### src/rtl/id_pkg.sv
// Shared types and constants for the instruction-decode issue queue.
package id_pkg;

  localparam int REG_ADDR_W = 5;
  localparam int NUM_REGS   = 32;

  localparam int RS_HI = 25;
  localparam int RS_LO = 21;
  localparam int RT_HI = 20;
  localparam int RT_LO = 16;

  typedef struct packed {
    logic [31:0] pc;
    logic [31:0] inst;
  } iq_entry_t;

endpackage

### src/rtl/id_scoreboard.sv
// Load-use scoreboard: one 3-bit down-counter per GPR, two busy read ports.
module id_scoreboard
  import id_pkg::*;
#(
  parameter int LOAD_LAT = 2
) (
  input  logic                  clk,
  input  logic                  rst,
  input  logic                  set_en,
  input  logic [REG_ADDR_W-1:0] set_addr,
  input  logic [REG_ADDR_W-1:0] rd_a_addr,
  input  logic [REG_ADDR_W-1:0] rd_b_addr,
  output logic                  busy_a,
  output logic                  busy_b
);

  localparam logic [2:0] LAT = 3'(LOAD_LAT);

  logic [2:0]          cnt [NUM_REGS];
  logic [NUM_REGS-1:0] busy_vec;

  // A load issuing to a register overrides that register's decrement.
  always_ff @(posedge clk) begin
    if (rst) begin
      for (int i = 0; i < NUM_REGS; i++) cnt[i] <= '0;
    end else begin
      cnt[0] <= '0;
      for (int i = 1; i < NUM_REGS; i++) begin
        if (set_en && set_addr == REG_ADDR_W'(i)) cnt[i] <= LAT;
        else if (cnt[i] != 3'd0)                   cnt[i] <= cnt[i] - 3'd1;
      end
    end
  end

  always_comb begin
    busy_vec = '0;
    for (int i = 1; i < NUM_REGS; i++) busy_vec[i] = (cnt[i] != 3'd0);
  end

  assign busy_a = busy_vec[rd_a_addr];
  assign busy_b = busy_vec[rd_b_addr];

endmodule

### src/rtl/id_issue_queue.sv
// Decode-stage issue queue with load-use interlock.
// Optional zero-latency empty-queue bypass: define ID_ISSUE_BYPASS_EN.
module id_issue_queue
  import id_pkg::*;
#(
  parameter int DEPTH    = 4,
  parameter int LOAD_LAT = 2
) (
  input  logic                    clk,
  input  logic                    rst,
  input  logic                    in_valid,
  output logic                    in_ready,
  input  logic [31:0]             in_pc,
  input  logic [31:0]             in_inst,
  output logic                    out_valid,
  input  logic                    out_ready,
  output logic [31:0]             out_pc,
  output logic [31:0]             out_inst,
  input  logic                    src_rs_used,
  input  logic                    src_rt_used,
  input  logic                    dst_is_load,
  input  logic [REG_ADDR_W-1:0]   dst_addr,
  input  logic                    flush,
  output logic                    stallreq,
  output logic [$clog2(DEPTH):0]  occupancy
);

  localparam int PTR_W = $clog2(DEPTH);
  localparam int OCC_W = PTR_W + 1;

  iq_entry_t              mem [DEPTH];
  iq_entry_t              head;
  iq_entry_t              last_q;
  logic [PTR_W-1:0]       wr_ptr;
  logic [PTR_W-1:0]       rd_ptr;
  logic [OCC_W-1:0]       occ;
  logic [REG_ADDR_W-1:0]  rs;
  logic [REG_ADDR_W-1:0]  rt;
  logic empty, full, bypass, hazard, busy_rs, busy_rt;
  logic pop, q_pop, push, load_issue;

  assign empty = (occ == '0);
  assign full  = (occ == OCC_W'(DEPTH));

`ifdef ID_ISSUE_BYPASS_EN
  // Selection ignores the hazard so the external decoder never closes a loop;
  // a hazarded bypass simply shows out_valid=0 and gets enqueued.
  assign bypass = empty & in_valid & ~flush & ~rst;
`else
  assign bypass = 1'b0;
`endif

  always_comb begin
    head = last_q;
    if (bypass) begin
      head.pc   = in_pc;
      head.inst = in_inst;
    end else if (!empty) begin
      head = mem[rd_ptr];
    end
  end

  assign rs = head.inst[RS_HI:RS_LO];
  assign rt = head.inst[RT_HI:RT_LO];

  assign hazard = (src_rs_used & (rs != '0) & busy_rs) |
                  (src_rt_used & (rt != '0) & busy_rt);

  assign out_valid = ~rst & (~empty | bypass) & ~hazard & ~flush;
  assign stallreq  = ~rst & ~empty & hazard;
  assign in_ready  = ~rst & ~full & ~flush;

  assign pop        = out_valid & out_ready;
  assign q_pop      = pop & ~bypass;
  assign push       = in_valid & in_ready & ~(bypass & pop);
  assign load_issue = pop & dst_is_load & (dst_addr != '0);

  assign out_pc    = head.pc;
  assign out_inst  = head.inst;
  assign occupancy = occ;

  always_ff @(posedge clk) begin
    if (push) begin
      mem[wr_ptr].pc   <= in_pc;
      mem[wr_ptr].inst <= in_inst;
    end
  end

  // last_q tracks what is presented so an empty queue holds the last head.
  always_ff @(posedge clk) begin
    if (rst) begin
      wr_ptr <= '0;
      rd_ptr <= '0;
      occ    <= '0;
      last_q <= '0;
    end else begin
      last_q <= head;
      if (flush) begin
        wr_ptr <= '0;
        rd_ptr <= '0;
        occ    <= '0;
      end else begin
        if (push)  wr_ptr <= wr_ptr + PTR_W'(1);
        if (q_pop) rd_ptr <= rd_ptr + PTR_W'(1);
        if (push && !q_pop)      occ <= occ + OCC_W'(1);
        else if (q_pop && !push) occ <= occ - OCC_W'(1);
      end
    end
  end

  id_scoreboard #(
    .LOAD_LAT (LOAD_LAT)
  ) u_scoreboard (
    .clk       (clk),
    .rst       (rst),
    .set_en    (load_issue),
    .set_addr  (dst_addr),
    .rd_a_addr (rs),
    .rd_b_addr (rt),
    .busy_a    (busy_rs),
    .busy_b    (busy_rt)
  );

endmodule

### config.mk
export PLATFORM = sky130hd
export DESIGN_NAME = id_issue_queue
export DESIGN_NICKNAME = d
export VERILOG_FILES = /design/src/rtl/id_pkg.sv /design/src/rtl/id_scoreboard.sv /design/src/rtl/id_issue_queue.sv
export SDC_FILE = /design/constraint.sdc
export NUM_CORES = 1
export LEC_CHECK = 0
export BUFFER_PORTS_ARGS = -buffer_cell sky130_fd_sc_hd__buf_2
export CORE_MARGIN = 2
export CORE_UTILIZATION = 45
export CTS_BUF_LIST = sky130_fd_sc_hd__clkbuf_2
export CTS_CLUSTER_SIZE = 25
export DETAILED_ROUTE_END_ITERATION = 12
export GPL_TIMING_DRIVEN = 0
export PLACE_DENSITY_LB_ADDON = 0.08
export SLEW_MARGIN = 25
export SYNTH_ARGS = -nofsm -noshare
export SYNTH_HDL_FRONTEND = slang
export SYNTH_SLANG_ARGS = --single-unit
### constraint.sdc
create_clock -name clk -period 4.71 [get_ports clk]
set_input_delay 0.2355 -clock clk [delete_from_list [all_inputs] [get_ports clk]]
set_output_delay 0.2355 -clock clk [all_outputs]
set_load 0.02 [all_outputs]
==> flow_summary_export.csv, run 1 <==
group,metric,value,unit
outcome,outcome,"finished, final reports clean",
routing,vias,12847,
clocking,cts_made_buffers,106,
yosys,syn_inst,1390,
power,power_frac_seq,0.487,
clocking,h-tree-depth,3,
finish,fin_util,0.553,
yosys,synthesis.area,18900,sq um
timing,hold_viol_final,0,
yosys,synthArstFlopShare,0,
global_route,grt_start_max_net_pins,41,
critical_path,worst-setup-path-type,"reg -> out",
yosys,ys_warn_count,0,
power,internal-power,0.00663,W
timing,slew_headroom,0.356,
critical_path,required,4.47,ns
power,ir_drop,198,uV
timing,setup_tns,0,ns
finish,syn2layout_area_growth,21.9,%
power,power,0.00971,W
die,die_w,209,microns
routing,drt-total-wl,47400,microns
placed_design,gp_congestion,0.880,
clocking,clkLatencyLatePin,1.09,ns
power,power_density,422,nW/um^2
timing,grt_setup_unrepaired,"no",
placed_design,pre_cts_slack,-0.160,ns
global_route,grt.total_usage,0.221,
job,maxCapViolCount,0,
yosys,ys.flop_type,"edfxtp_1",
timing,worst_slew_pin_slew,0.967,ns
power,p_comb_frac,0.257,
clocking,cts_tree,"done",
timing,fin_worst_hold_slack,0.159,ns
clocking,clk_path_buf_depth,3,
routing,first_pass_iters,5,
global_route,antenna_found_initial,6,
die,die_y,209,microns
critical_path,crit_start,"occupancy[2]$_SDFFE_PP0P_",
min_path,min_from,"src_rt_used",
die,rows,75,
critical_path,critPathMaxFanout,10,
die,fp.dieArea,43700,sq um
yosys,avgSynthCellArea,13.6,sq um
critical_path,cp.arrival,4.24,ns
min_path,hold_class,"in -> reg",
finish,drive_above_1_share,0.248,
global_route,overflow,0,
die,initial_core_util,0.454,
power,p_leak,8.82,nW
timing,clock_skew,0.105,ns
yosys,syn_nets,1535,
timing,finalSetupViolCount,0,
critical_path,cp-end-kind,"output pin",
routing,drc,0,
timing,fin_ws,0.236,ns
timing,finalMaxSlewViolations,0,
routing,ant_nets,0,
clocking,clock-sinks,422,
routing,drt-initial-drc-count,720,
yosys,synth-edff-count,349,
yosys,synth_cell_types,66,
routing,routedWlPerCell,19.4,microns
placed_design,io_buffers,145,
die,io_pins,147,
timing,fin_crit_sh,0.950,
die,coreArea,41700,sq um
finish,nets,1943,
timing,timing.fmax,0.224,GHz
critical_path,r2r_setup_slack,0.32,ns
routing,avgViaCountPerCell,5.28,
clocking,clk_pin_slew,0.11,ns
power,p_clk_frac,0.256,
power,swShare,0.317,
timing,layout_min_cycle_time,4.47,ns
global_route,grt_pass1_wl,73600,microns
yosys,ys_ff_latch,422,
clocking,clockRootBuffer,"clkbuf_2",
power,p_switching,0.00308,W
global_route,first_global_vias,13232,
placed_design,hpwlAfterDp,31400,microns
yosys,seq_area_frac_synth,0.632,
critical_path,critPathLaunchType,"register",
-- registers in the layout (all words and copies together), names as in the netlist, named ones only --
| register | count |
|---|---|
| mem | 256 |
| u_scoreboard.cnt | 93 |
| last_q | 64 |
| occupancy | 3 |
| rd_ptr | 2 |
| wr_ptr | 2 |
-- worst max-delay path: stages, from the launching register on --
cell	delay, ns
dfxtp_1	0.33
buf_2	0.17
or3_1	0.36
buf_2	0.21
buf_2	0.23
a21oi_4	0.28
inv_2	0.20
mux2i_1	0.16
o22ai_1	0.34
nor4_2	0.13
a211oi_4	0.27
nand2_1	0.14
and3_1	0.20
buf_2	0.15
-- metrics by stage --
step	instances	instance area (sq um)
floorplan	1390	18900
global placement	2074	20300
detailed placement	2079	20400
CTS	2427	23000
global route	2434	23000
finish	2435	23000
-- power groups by stage --
stage          logic [W]  registers (W)  clock network (W)
3_5_place_dp     0.00239        0.00482                  0
4_1_cts          0.00251        0.00473            0.00259
6_report         0.00250        0.00473            0.00248
5_1_grt          0.00282        0.00478            0.00277
2_1_floorplan    0.00174        0.00478                  0
3_3_place_gp     0.00232        0.00480                  0
-- routing by layer --
metal  vias up  part of all wire  global-route usage
met5         -           0.00027                   0
met4         2             0.017              0.0729
met3        64             0.045              0.0466
met2       286              0.51               0.383
met1      6361              0.43               0.277
li1       6134                 -                   -
-- cell usage in the layout, fill, tap and decap left out, types with 18 or more instances in the layout --
master | synthesis | layout
o32ai_1 | 18 | 18
ha_1 | 67 | 67
a21oi_1 | 72 | 72
o21a_1 | 61 | 61
nor3_1 | 68 | 68
nor2_1 | 24 | 24
clkbuf_1 | 45 | 42
clkinv_1 | 1 | 31
mux4_2 | 64 | 64
nand2_1 | 187 | 187
dlygate4sd3_1 | 0 | 145
dfxtp_1 | 73 | 72
clkbuf_2 | 0 | 163
inv_1 | 109 | 109
mux2i_1 | 26 | 25
buf_2 | 16 | 161
edfxtp_1 | 349 | 349
-- area by class of cell --
cell class / count / area, sq um
diodes: 5 / 12.5
plain buffers: 86 / 422
clock buffers: 157 / 786
clock inverters: 44 / 218
fillers: 3690 / 18600
inverters: 111 / 418
multi-input cells: 771 / 6220
flip-flops and latches: 422 / 11900
well taps: 539 / 674
repair buffers: 300 / 2340
-- final timing paths --
check,endpoint,cells past startpoint
setup / recovery,stallreq,13
setup reg to reg,occupancy[2]$_SDFFE_PP0P_,17
hold / removal,rd_ptr[0]$_SDFFE_PP0P_,7
hold reg to reg,last_q[39]$_SDFF_PP0_,2
-- logic make-up after synthesis --
kind of cell | count (synthesis) | share of synthesized area
compound gates | 247 | 0.0959
xor+xnor | 3 | 0.00139
buf+inv | 197 | 0.0420
simple gates | 359 | 0.0902
mux | 94 | 0.0932
flops | 422 | 0.632
fa+ha+maj | 68 | 0.0454
-- cell usage after synthesis, drive strengths merged (3+ instances only) --
cell,number,area (sq um)
a211o,3,26.3
a211oi,10,100
a21oi,74,385
a221oi,9,85.1
a31oi,4,25.0
and2,4,25.0
and3,11,68.8
buf,41,208
clkbuf,45,169
dfxtp,73,1460
edfxtp,349,10500
ha,67,838
inv,110,413
mux2,3,37.5
mux2i,27,283
mux4,64,1440
nand2,187,702
nand2b,10,62.6
nand3,13,75.1
nand3b,5,37.5
nand4,4,70.1
nor2,24,90.1
nor2b,14,87.6
nor3,69,350
nor3b,3,22.5
o211ai,32,320
o21a,61,458
o21ai,8,40.0
o22ai,13,81.3
o311ai,3,26.3
o32ai,18,158
or3,4,25.0
or3b,5,43.8
-- what timing repair did --
action / 4_1_cts / 5_1_grt
endpoints found under the hold margin: 549 / 0
pin swaps: 2 / 0
cloned: 0 / 0
buffers inserted: 2 / 3
gates resized for setup: 17 / 8
setup endpoints to repair: 93 / 50
hold buffers: 145 / 0
(Power assumes the default switching activity.)
==> run 2, diff against run 1 <==
Clock period 4.71 ns to 5.5 ns, I/O delays scaled along.
==> run 2 against run 1 <==
  * Clock power shrank 14%
  * Via count is 0.59% lower
  * Flip-flop and latch count stayed put
  * Routed wire length shrank 0.54%
  * First-iteration DRC count fell by 7.1%
  * Combinational power shrank 15%
  * Non-clock buffer count fell by 4
  * Sequential share of layout area up 0.24 points
  * Design area shrank 0.47%
  * Register-to-register slack hardly changed
  * Hold slack gained 0.16 ns
  * Final cell count fell by 0.21%
  * Critical path type is now reg -> reg
==> flow_summary_export.csv, run 2 (synthesis gave the netlist of run 1 again) <==
group,metric,value,unit
outcome,outcome,"finished, final reports clean",
critical_path,r2r-end,"occupancy[2]$_SDFFE_PP0P_",
timing,finalSetupViolCount,0,
critical_path,critPathMaxFanout,9,
timing,fin_crit_sh,0.939,
critical_path,cp.arrival,6.16,ns
placed_design,placed_cells,2079,
finish,drive_above_1_share,0.239,
routing,routedWlPerCell,19.4,microns
global_route,overflow,0,
clocking,clk_path_buf_depth,3,
global_route,grt_pass1_wl,73400,microns
critical_path,crit_family,"multiplexers",
power,ir_drop,170,uV
timing,worst_slew_pin_slew,0.990,ns
critical_path,crit_chain,"buf_4, mux4_2, mux2i_2, clkinv_1, mux2i_1, a221oi_1, nor3_1, a211oi_4, nand3_1, ha_1, inv_1, fa_1, xor2_1, or3_1, a21oi_1, dlygate4sd3_1",
global_route,grt.total_usage,0.220,
finish,regMostFlops,"mem",
die,die_y,209,microns
min_path,hold_class,"in -> reg",
power,power_density,362,nW/um^2
placed_design,io_buffers,145,
min_path,min_from,"src_rs_used",
critical_path,reg2reg_depth,16,
critical_path,cp-endpoint,"occupancy[2]$_SDFFE_PP0P_",
timing,grt_setup_unrepaired,"no",
die,rows,75,
clocking,clk_pin_slew,0.11,ns
routing,drt-total-wl,47100,microns
timing,clock_skew,0.110,ns
finish,instances_no_fill,2430,
die,io_pins,147,
finish,fillers,3688,
finish,top_regs,"mem x256, u_scoreboard.cnt x93, last_q x64",
clocking,cts_tree,"done",
global_route,grt_start_max_net_pins,41,
critical_path,r2r_setup_slack,0.33,ns
global_route,antenna_found_initial,5,
critical_path,crit_buf_inv,4,
clocking,clock-sinks,422,
routing,ant_nets,0,
timing,finalMaxSlewViolations,0,
finish,layout_commonest_cell,"edfxtp_1",
placed_design,hpwlAfterDp,31400,microns
critical_path,cp-end-kind,"register",
power,p_leak,8.76,nW
timing,hold_viol_final,0,
critical_path,required,6.49,ns
routing,first_pass_iters,5,
critical_path,crit_slowest_cell,"mux4_2",
timing,layout_min_cycle_time,5.17,ns
clocking,h-tree-depth,3,
finish,largest_reg_flops,256,
die,die_w,209,microns
global_route,first_global_vias,13174,
timing,timing.fmax,0.194,GHz
timing,slew_headroom,0.340,
die,fp.dieArea,43700,sq um
clocking,clkLatencyLatePin,1.09,ns
die,coreArea,41700,sq um
critical_path,max_stage_delay,0.61,ns
placed_design,gp_congestion,0.880,
critical_path,worst-setup-path-type,"reg -> reg",
clocking,cts_setup_buffers,0,
routing,vias,12771,
job,maxCapViolCount,0,
timing,setup_tns,0,ns
finish,final_cell_mix,"edfxtp_1 (349), nand2_1 (187), buf_2 (161), clkbuf_2 (159), dlygate4sd3_1 (146)",
clocking,clockRootBuffer,"clkbuf_2",
critical_path,cp.depth,16,
routing,drc,0,
die,initial_core_util,0.454,
finish,nets,1939,
finish,fin_util,0.550,
finish,syn2layout_area_growth,21.3,%
clocking,cts_made_buffers,106,
critical_path,critPathLaunchType,"register",
routing,drt-initial-drc-count,669,
routing,avgViaCountPerCell,5.26,
run 2: cell types whose count changed in the layout (fill, tap and decap cells not counted), sizes merged:
cell	previous run	this run
diode	5	4
buf	188	189
dlygate4sd3	145	146
clkdlybuf4s15	5	0
clkbuf	205	204
run 2: worst min-delay path by stage:
stage / to / cells after the start
detailed placement: last_q[0]$_SDFF_PP0_ / 2
global placement: rd_ptr[1]$_SDFFE_PP0P_ / 1
finish: rd_ptr[0]$_SDFFE_PP0P_ / 6
global route: u_scoreboard.cnt[1][20]$_SDFFCE_PP0P_ / 6
CTS: rd_ptr[0]$_SDFFE_PP0P_ / 6
floorplan: mem[0][0]$_DFFE_PP_ / 0
run 2: worst register-to-register path, delay by kind of cell, from the launching register on:
kind	cells	cell delay, ns
mux	3	1.32
buf+inv	4	1.23
compound gates	3	0.99
simple gates	3	0.71
fa+ha+maj	2	0.48
flops	1	0.33
xor+xnor	1	0.08
run 2: layout make-up:
type	instances	area [sq um]	area share
plain buffers	86	379	0.0165
well taps	539	674	0.0294
clock buffers	157	786	0.0343
multi-input cells	771	6190	0.270
flip-flops and latches	422	11900	0.521
repair buffers	296	2320	0.101
diodes	4	10.0	0.000437
clock inverters	44	218	0.00949
inverters	111	417	0.0182
run 2: power breakdown:
group / switching [W] / internal, W / leakage [nW] / total (W)
Clock: 0.00130 / 0.000825 / 0.751 / 0.00213
Combinational: 0.00122 / 0.000903 / 4.08 / 0.00212
Sequential: 0.000114 / 0.00394 / 3.94 / 0.00405
run 2: layer usage:
layer	global-route usage	routed length (microns)	vias up
met1	0.277	20000	6302
met2	0.383	24200	280
met4	0.0690	744	2
li1	-	-	6127
met5	0	13	-
met3	0.0466	2200	60
run 2: through the flow:
stage / worst slack [ns] / total power (W) / hold slack [ns] / cell area (sq um)
after floorplan: 1.39 / 0.00558 / 0.374 / 18900
after global placement: 0.730 / 0.00610 / 0.446 / 20300
after detailed placement: 0.630 / 0.00617 / 0.452 / 20400
after CTS: 0.196 / 0.00840 / 0.151 / 22900
after global routing: 0.0291 / 0.00886 / 0.245 / 22900
final: 0.334 / 0.00830 / 0.323 / 22900
run 2: timing repair:
item | CTS | global route
endpoints found under the setup margin | 2 | 0
resized for setup | 1 | 0
hold endpoints to repair | 484 | 0
hold buffers | 146 | 0
==> run 3, diff against run 2 <==
Settings changed: CORE_MARGIN 2 to 5.
==> run 3 against run 2 <==
  * Power up 1.7%
  * Sequential power about the same
  * Final cell count up 0.25%
  * Via count up 1.2%
  * Sequential share of layout area down 0.17 points
  * Hold slack worse by 0.067 ns
  * Register-to-register slack better by 0.12 ns
  * Flip-flop and latch count unchanged
  * Routed wire length up 2.8%
  * Non-clock buffer count up 4
  * Global-route usage down 1.1 points
  * Critical endpoint is now stallreq
  * Largest cell class unchanged
==> flow_summary_export.csv, run 3 (synthesis gave the netlist of run 1 again) <==
group,metric,value,unit
routing,vias,12925,
timing,finalMaxSlewViolations,0,
global_route,grt_start_max_net_pins,40,
timing,fin_ws,0.428,ns
finish,drive_above_1_share,0.239,
critical_path,cp-end-kind,"output pin",
power,swShare,0.315,
finish,nets,1944,
routing,drc,0,
placed_design,pre_cts_slack,0.730,ns
outcome,outcome,"finished, final reports clean",
placed_design,gp_congestion,0.846,
power,p_switching,0.00266,W
timing,hold_viol_final,0,
critical_path,crit_buf_inv,4,
timing,worst_slew_pin_slew,1.00,ns
clocking,h-tree-depth,3,
die,io_pins,147,
die,fp.dieArea,46200,sq um
min_path,hold-path-cell-count,6,
min_path,hold_class,"in -> reg",
finish,fillers,3686,
timing,fin_crit_sh,0.922,
die,coreArea,41800,sq um
critical_path,cp.arrival,4.80,ns
timing,grt_setup_unrepaired,"no",
clocking,clockRootBuffer,"clkbuf_2",
finish,largest_reg_flops,256,
global_route,antenna_found_initial,6,
critical_path,reg2reg_depth,17,
die,die_w,215,microns
critical_path,worst-setup-path-type,"reg -> out",
clocking,clk_pin_slew,0.11,ns
min_path,min_from,"src_rs_used",
die,rows,75,
timing,setup_tns,0,ns
clocking,clkLatencyLatePin,1.06,ns
clocking,clk_path_buf_depth,3,
power,p_comb_frac,0.257,
die,die_y,215,microns
clocking,clock-sinks,422,
routing,first_pass_iters,9,
power,power_frac_seq,0.480,
placed_design,hpwlAfterDp,32500,microns
finish,regMostFlops,"mem",
placed_design,io_buffers,145,
critical_path,r2r_setup_slack,0.45,ns
routing,avgViaCountPerCell,5.31,
routing,drt-total-wl,48400,microns
finish,fin_util,0.551,
global_route,grt_pass1_wl,75300,microns
critical_path,crit_slowest_cell,"a211oi_4",
critical_path,crit_family,"compound AO/OA/AOI/OAI gates",
die,initial_core_util,0.453,
power,power_density,367,nW/um^2
timing,timing.fmax,0.197,GHz
critical_path,max_stage_delay,0.64,ns
critical_path,r2r-end,"occupancy[2]$_SDFFE_PP0P_",
finish,layout_commonest_cell,"edfxtp_1",
clocking,cts_tree,"done",
routing,ant_nets,0,
critical_path,crit_chain,"buf_4, mux4_2, a21oi_2, inv_1, buf_4, mux2i_1, mux2i_1, a221oi_1, a211oi_4, nand2_1, and3_1, buf_2",
global_route,grt.total_usage,0.209,
power,internal-power,0.00578,W
finish,syn2layout_area_growth,21.7,%
global_route,first_global_vias,13394,
routing,routedWlPerCell,19.9,microns
routing,drt-initial-drc-count,873,
clocking,cts_made_buffers,107,
power,p_clk_frac,0.264,
finish,final_cell_mix,"edfxtp_1 (349), nand2_1 (187), buf_2 (161), clkbuf_2 (160), dlygate4sd3_1 (149)",
timing,clock_skew,0.0625,ns
critical_path,critPathLaunchType,"register",
job,maxCapViolCount,0,
global_route,overflow,0,
power,ir_drop,163,uV
placed_design,placed_cells,2078,
critical_path,critPathMaxFanout,10,
timing,finalSetupViolCount,0,
timing,layout_min_cycle_time,5.07,ns
finish,instances_no_fill,2436,
finish,top_regs,"mem x256, u_scoreboard.cnt x93, last_q x64",
power,p_leak,8.80,nW
timing,slew_headroom,0.332,
critical_path,required,5.22,ns
-- run 3: cell types whose count changed in the layout (fill, tap and decap cells not counted), sizes merged, moves of 2 or more --
cell | before | now
dlygate4sd3 | 146 | 149
inv | 111 | 113
bufinv | 1 | 3
clkinvlp | 3 | 0
buf | 189 | 192
clkinv | 40 | 38
-- run 3: metrics by stage --
step	instance area [sq um]	hold WS, ns	power (W)
3_5_place_dp	20400	0.450	0.00619
3_3_place_gp	20300	0.441	0.00613
6_report	23000	0.256	0.00844
2_1_floorplan	18900	0.374	0.00558
4_1_cts	23000	0.152	0.00853
5_1_grt	23000	0.156	0.00901
-- run 3: worst min-delay path, cell delays in order --
cell and delay, ns:
buf_2 0.11, nand2_1 0.07, a211oi_1 0.39, a211oi_4 0.16
nand4_1 0.13, mux2i_1 0.09
-- run 3: power by group through the flow --
stage	Clock (W)	Sequential, W	Combinational, W
after floorplan	0	0.00409	0.00149
after global placement	0	0.00411	0.00202
after detailed placement	0	0.00412	0.00207
after CTS	0.00231	0.00405	0.00217
after global routing	0.00249	0.00408	0.00244
final	0.00222	0.00405	0.00217
-- run 3: final cells by class --
| type | instances | area, sq um | area share |
|---|---|---|---|
| Antenna cell | 5 | 12.5 | 0.000544 |
| Clock inverter | 43 | 260 | 0.0113 |
| Multi-Input combinational cell | 771 | 6190 | 0.269 |
| Clock buffer | 159 | 796 | 0.0346 |
| Sequential cell | 422 | 11900 | 0.519 |
| Inverter | 111 | 417 | 0.0181 |
| Timing Repair Buffer | 301 | 2340 | 0.102 |
| Buffer | 85 | 374 | 0.0163 |
| Tap cell | 539 | 674 | 0.0293 |
-- run 3: worst max-delay path by stage --
stage                               from                         to  cells past startpoint
2_1_floorplan  occupancy[0]$_SDFFE_PP0P_  occupancy[2]$_SDFFE_PP0P_                     16
3_3_place_gp                    register  occupancy[2]$_SDFFE_PP0P_                     15
3_5_place_dp                    register  occupancy[2]$_SDFFE_PP0P_                     15
4_1_cts        occupancy[0]$_SDFFE_PP0P_                   stallreq                     12
5_1_grt                         register                   stallreq                     12
6_report                        register                   stallreq                     12
-- run 3: layer usage --
metal / track usage / routed length, microns / up-vias
li1: - / - / 6145
met1: 0.266 / 20600 / 6373
met2: 0.354 / 24100 / 329
met3: 0.0455 / 2510 / 76
met4: 0.0769 / 1270 / 2
met5: 0 / 13 / -
-- run 3: what timing repair did --
| item | 4_1_cts | 5_1_grt |
|---|---|---|
| endpoints found under the setup margin | 1 | 1 |
| pin swaps | 0 | 1 |
| buffers inserted | 0 | 3 |
| gates resized for setup | 1 | 0 |
| hold endpoints to repair | 463 | 0 |
| hold buffers | 149 | 0 |
